==> src/rtl/corefifo_wr_gray_ptr_gen.sv <==
// rtl/corefifo_wr_gray_ptr_gen.sv - write-domain pointer, gray CDC source and full/afull/count flags
// All state is registered so the gray pointer leaving this domain is glitch-free.
module corefifo_wr_gray_ptr_gen #(
  parameter int ADDRWIDTH    = 3,
  parameter int AFULL_THRESH = 6
) (
  input  logic                 clk,
  input  logic                 arstn,
  input  logic                 srstn,
  input  logic                 we,
  input  logic [ADDRWIDTH:0]   rd_ptr_gray_sync,
  output logic [ADDRWIDTH:0]   wr_ptr_gray,
  output logic [ADDRWIDTH-1:0] waddr,
  output logic                 wen_mem,
  output logic                 full,
  output logic                 afull,
  output logic [ADDRWIDTH:0]   wr_cnt,
  output logic                 overflow
);

  localparam int PW = ADDRWIDTH + 1;
  localparam logic [PW-1:0] AFULL_LVL = PW'(AFULL_THRESH);

  logic [PW-1:0] wbin;
  logic [PW-1:0] wbin_next;
  logic [PW-1:0] wgray_next;
  logic [PW-1:0] rbin;
  logic [PW-1:0] rgray_full;
  logic [PW-1:0] cnt_next;

  assign wen_mem    = we & ~full;
  assign waddr      = wbin[ADDRWIDTH-1:0];
  assign wbin_next  = wbin + {{ADDRWIDTH{1'b0}}, wen_mem};
  assign wgray_next = wbin_next ^ (wbin_next >> 1);

  // Gray to binary: each bit is the XOR of all gray bits at or above it.
  always_comb begin
    rbin = '0;
    rbin[PW-1] = rd_ptr_gray_sync[PW-1];
    for (int i = PW - 2; i >= 0; i--) begin
      rbin[i] = rbin[i+1] ^ rd_ptr_gray_sync[i];
    end
  end

  // Full when the write gray pointer equals the read gray pointer with its top two bits inverted.
  assign rgray_full = {~rd_ptr_gray_sync[PW-1:PW-2], rd_ptr_gray_sync[PW-3:0]};
  assign cnt_next   = wbin_next - rbin;

  always_ff @(posedge clk or negedge arstn) begin
    if (!arstn) begin
      wbin        <= '0;
      wr_ptr_gray <= '0;
      full        <= 1'b0;
      afull       <= 1'b0;
      wr_cnt      <= '0;
      overflow    <= 1'b0;
    end else if (!srstn) begin
      wbin        <= '0;
      wr_ptr_gray <= '0;
      full        <= 1'b0;
      afull       <= 1'b0;
      wr_cnt      <= '0;
      overflow    <= 1'b0;
    end else begin
      wbin        <= wbin_next;
      wr_ptr_gray <= wgray_next;
      full        <= (wgray_next == rgray_full);
      afull       <= (cnt_next >= AFULL_LVL);
      wr_cnt      <= cnt_next;
      overflow    <= we & full;
    end
  end

endmodule
==> config.mk <==
export PLATFORM = sky130hd
export DESIGN_NAME = corefifo_wr_gray_ptr_gen
export DESIGN_NICKNAME = d
export VERILOG_FILES = /design/src/rtl/corefifo_wr_gray_ptr_gen.sv
export SDC_FILE = /design/constraint.sdc
export NUM_CORES = 1
export LEC_CHECK = 0
export CORE_MARGIN = 3
export CORE_UTILIZATION = 44
export DETAILED_ROUTE_END_ITERATION = 7
export PLACE_DENSITY = 0.76
export REMOVE_ABC_BUFFERS = 1
export SYNTH_ARGS = -nofsm -noshare
export SYNTH_HDL_FRONTEND = slang
export SYNTH_SLANG_ARGS = --single-unit
==> constraint.sdc <==
create_clock -name clk -period 3 [get_ports clk]
set_clock_uncertainty 0.1 [all_clocks]
set_input_delay 0.3 -clock clk [delete_from_list [all_inputs] [get_ports clk]]
set_output_delay 0.3 -clock clk [all_outputs]
set_load 0.05 [all_outputs]
### After elaboration in Yosys (flattened, before gate mapping)

Index checks and enable logic that the tools add are counted.

* flip-flop bits (word level): 15
* logic and storage cells: 24
* output and inout port bits: 15

* order comparisons: 1
* multiplexer cells: 6
* add/sub/neg operators: 2
* bitwise gates (word level): 8
* equality and inequality tests: 1

Operator list (count)
* two-way mux 4 bit: 3
* adder 4 x 1 -> 4 bit: 1
* equality test 4 bit: 1
* greater-or-equal comparator 4 x 3 -> 1 bit (second input constant): 1
* subtractor 4 bit: 1
* bitwise XOR 4 x 3 -> 4 bit: 1
* two-way mux 1 bit: 3
* bitwise XOR 1 bit: 3
* bitwise AND 1 bit: 2
* inverter 2 bit: 1
* inverter 1 bit: 1

### Longest topological paths before layout

* depth in word-level cells: 6
* mapped depth: 9

### Least setup slack after synthesis

No wires, ideal clock.

* kind: register to register
* from: register full
* to: register afull
* path slack: -260 ps
* period minus slack after synthesis: 3260 ps
* library setup time: 119 ps
* stages on the path, launching flop included: 10
* data arrival time: 3042 ps
* cells stage by stage: dfrtp_1 > nor2b_1 > ha_1 > ha_1 > xor2_2 > ha_1 > a21oi_1 > o21ai_0 > xor3_1 > o21a_1

* cells in the longest elaborated chain, start to end: 6

Ends and longest elaborated chain
* start: declaration: RTL line 15 `output logic full,`
* start signal: assignment: RTL line 67 `full <= (wgray_next == rgray_full);`
* inverter 1 bit: RTL line 31 `assign wen_mem = we & ~full;`
* bitwise AND 1 bit: RTL line 31
* net wen_mem: RTL line 14 `output logic wen_mem,`
* adder 4 x 1 -> 4 bit: RTL line 33 `assign wbin_next = wbin + {{ADDRWIDTH{1'b0}}, wen_mem};`
* subtractor 4 bit: RTL line 47 `assign cnt_next = wbin_next - rbin;`
* greater-or-equal comparator 4 x 3 -> 1 bit: RTL line 68 `afull <= (cnt_next >= AFULL_LVL);`
* two-way mux 1 bit: RTL line 57 `end else if (!srstn) begin`
* end signal: assignment: RTL line 68
* end: declaration: RTL line 16 `output logic afull,`

The timed path passes the listed nets, and every way through them passes these cells.

### Worst setup path after layout

* from: input rd_ptr_gray_sync[3]
* to: register afull

* cells in the longest elaborated chain, start to end: 6

Ends and longest elaborated chain
* start: declaration: RTL line 11 `input logic [ADDRWIDTH:0] rd_ptr_gray_sync,`
* bitwise XOR 1 bit (3 in series): RTL line 41 `rbin[i] = rbin[i+1] ^ rd_ptr_gray_sync[i];`
* subtractor 4 bit (*): RTL line 47
* greater-or-equal comparator 4 x 3 -> 1 bit (*): RTL line 68
* two-way mux 1 bit (*): RTL line 57

Mark *: on every way between the ends. The rest lies on a longest branch, timed or not.

==> out/results.ini <==
[status]
status = complete, no violations

[synth]
yosys_warnings = 0
synth_top_area_share_pct = 47.30
most_common_cell_in_the_netlist = dfrtp_1
synth_area_leader_cell = dfrtp_1
synthCells = 60
synth_area_per_cell_um2 = 12.35
ys_seq_area_share_pct = 47.30
ys_async_sr_fraction_pct = 100.0
synth_cell_type_count = 21
synth.ff_latch_count = 14
mappedNetlistArea_um2 = 740.7
synth_commonest_cells = dfrtp_1, and2_1, xnor2_1, ha_1, nor2b_1
synth-main-ff-cell = dfrtp_1
synth-edff-count = 0
synth_area_leaders = dfrtp_1, ha_1, xnor2_1, and2_1, xor2_1

[power_and_ir_drop]
max-vdd-ir-drop_uv = 312.4
static-leakage-power_nw = 0.4718
power.total_mw = 0.5961
power-per-cell-area_nw_per_um2 = 591.9

[floorplan]
placeableCoreArea_um2 = 1541
dieHeight_um = 47.03
start_util_pct = 48.05
num_io_pins = 23
area_of_the_die_um2 = 2212
placementRows = 14
floorplan.die.width_um = 47.03

[placement]
io_buffer_count = 22
preCtsSetupSlack_ns = 0.2579
place.detailed.instances = 98
gp_routability_congestion = 0.8476
dp_hpwl_mm = 1.002

[setup_path]
critPathKind = primary input to flop
critPathLaunchType = primary input
worst_path_cell_trace = clkdlybuf4s50_1 > xnor2_1 > xor2_1 > xnor2_1 > ha_1 > fa_1 > xnor2_1 > nor2b_1 > o21a_1
required_ns = 3.06
worst-endpoint-arrival_ns = 2.51
cpLargestDelayFamily = XOR/XNOR gates
cp_capture_type = flop
timing.critical_path.slowest_cell_delay_ns = 0.47
most_common_cell_on_crit_path = xnor2_1
slowest_stage = clkdlybuf4s50_1
highest_fanout_seen_on_the_critical_path = 4
timing.critical_path.buf_inv = 1

[grt]
gr-total-overflow = 0
grt_pass1_vias = 500
overall_global_routing_usage_pct = 13.28
grt_pass1_wl_mm = 2.035
grt_start_max_net_pins = 15
antenna_found_initial = 0

[routing]
total_drc_errors_in_the_routed_layout = 0
dr_total_vias = 477
detail_route.wl_per_cell_um = 11.94
viasPerCell = 4.723
route.final.wire_length_mm = 1.206
firstDrtPassIters = 1
dr.first_iter.drc_count = 0
antenna_left = 0

[flow_run]
max-cap-violations = 0

[clock_tree]
post_cts.repair.setup_buffers = 0
ctsHoldBuffers = 0
cts.repair.resized = 0
clk_latency_ns = 0.27
tritoncts.num_buffers = 3
cts_tree = done
cts-root-buf = clkbuf_4
cts.sink_count = 14
cts.htree.levels = 1
cts-root-to-sink-buffers = 2
clk_pin_slew_ns = 0.07

[timing]
max_slew_margin_pct = 58.80
setup_ws_post_layout_ns = 0.5488
timing.final.max_slew_violations = 0
total_setup_violations_reported_at_the_end_of_the_flow = 0
worstMarginPinSlew_ns = 0.6161
setup_repair_after_global_routing_missed_its_margin = no
hold_viol_final = 0
tcrit_tclk_final_pct = 81.71
hold-worst-slack_ns = 0.3135
finalWorstPathRequiredPeriod_ns = 2.451
clock.fmax_mhz = 408.0

[layout]
num_antenna_cells = 0
multi_input_comb_area_um2 = 375.4
layout.cells.non_filler = 101
area_growth_pct = 35.98
layout-drive-gt1-share_pct = 11.76
num-fill-cells = 127
final_nets = 101
seq_area_um2 = 350.3

[min_path]
worstHoldPathType = primary input to asynchronous set/reset pin

final cells by class:
class                   instances  share of cell area (%)
flip-flops and latches         14                   34.78
inverters                       3                   1.118
well taps                      16                   1.988
repair buffers                 23                   22.61
multi-input cells              42                   37.27
clock buffers                   3                   2.236
routing by layer:
layer | wire length, um | GRT usage (%) | vias up | part of all wire [%]
met5 | 0 | 0 | - | 0
met4 | 13 | 6.630 | 0 | 1.1
met3 | 31 | 2.299 | 2 | 2.6
met2 | 589 | 22.22 | 11 | 49
met1 | 571 | 16.35 | 218 | 47
li1 | - | - | 246 | -
report_power, final:
part / switching [mW] / total (mW) / internal, mW / leakage, nW
combinational: 0.168 / 0.276 / 0.107 / 0.271
sequential: 0.00820 / 0.222 / 0.213 / 0.187
clock: 0.0525 / 0.0990 / 0.0464 / 0.0138
cell usage in the layout, fill, tap and decap left out, types with 2 or more instances in the layout:
cell type,netlist,routed
and2_2,2,2
ha_1,5,5
inv_1,3,3
xor2_1,4,4
nand2_1,2,2
clkdlybuf4s50_1,0,22
clkbuf_4,0,3
xnor2_1,6,6
dfrtp_1,14,14
xor2_2,2,2
nor2b_1,5,5
and2_1,6,6
metrics by stage:
| step | utilization [%] | instance area (um2) | TNS (ns) |
|---|---|---|---|
| after floorplan | - | 737.0 | -0.4954 |
| after global placement | 63.88 | 984.7 | 0 |
| after detailed placement | 63.88 | 984.7 | 0 |
| after CTS | 65.34 | 1007 | 0 |
| after global routing | 65.34 | 1007 | 0 |
| final | 65.34 | 1007 | 0 |
logic make-up after synthesis:
logic type      share of synthesized area, %
compound gates                         4.053
xor+xnor                               19.42
fa+ha+maj                              11.15
buf+inv                                2.026
flops                                  47.30
simple gates                           16.05
state kept, by name, summed over array words and instances (netlist names):
signal       cells
wbin             4
wr_cnt           4
wr_ptr_gray      3
afull            1
full             1
overflow         1
path summary, 6_finish.rpt:
kind / cells past startpoint / slack [ns] / startpoint / end
worst max register to register: 9 / 0.68 / full / afull
min in group clk: 1 / 0.45 / full / overflow
worst min-delay path: 1 / 0.31 / arstn / wr_cnt[3]
worst max-delay path: 9 / 0.55 / rd_ptr_gray_sync[3] / afull
worst min register to register: 1 / 0.45 / full / overflow
max in group asynchronous: 1 / 2.09 / arstn / afull
Power figures use the tool's default switching activity.
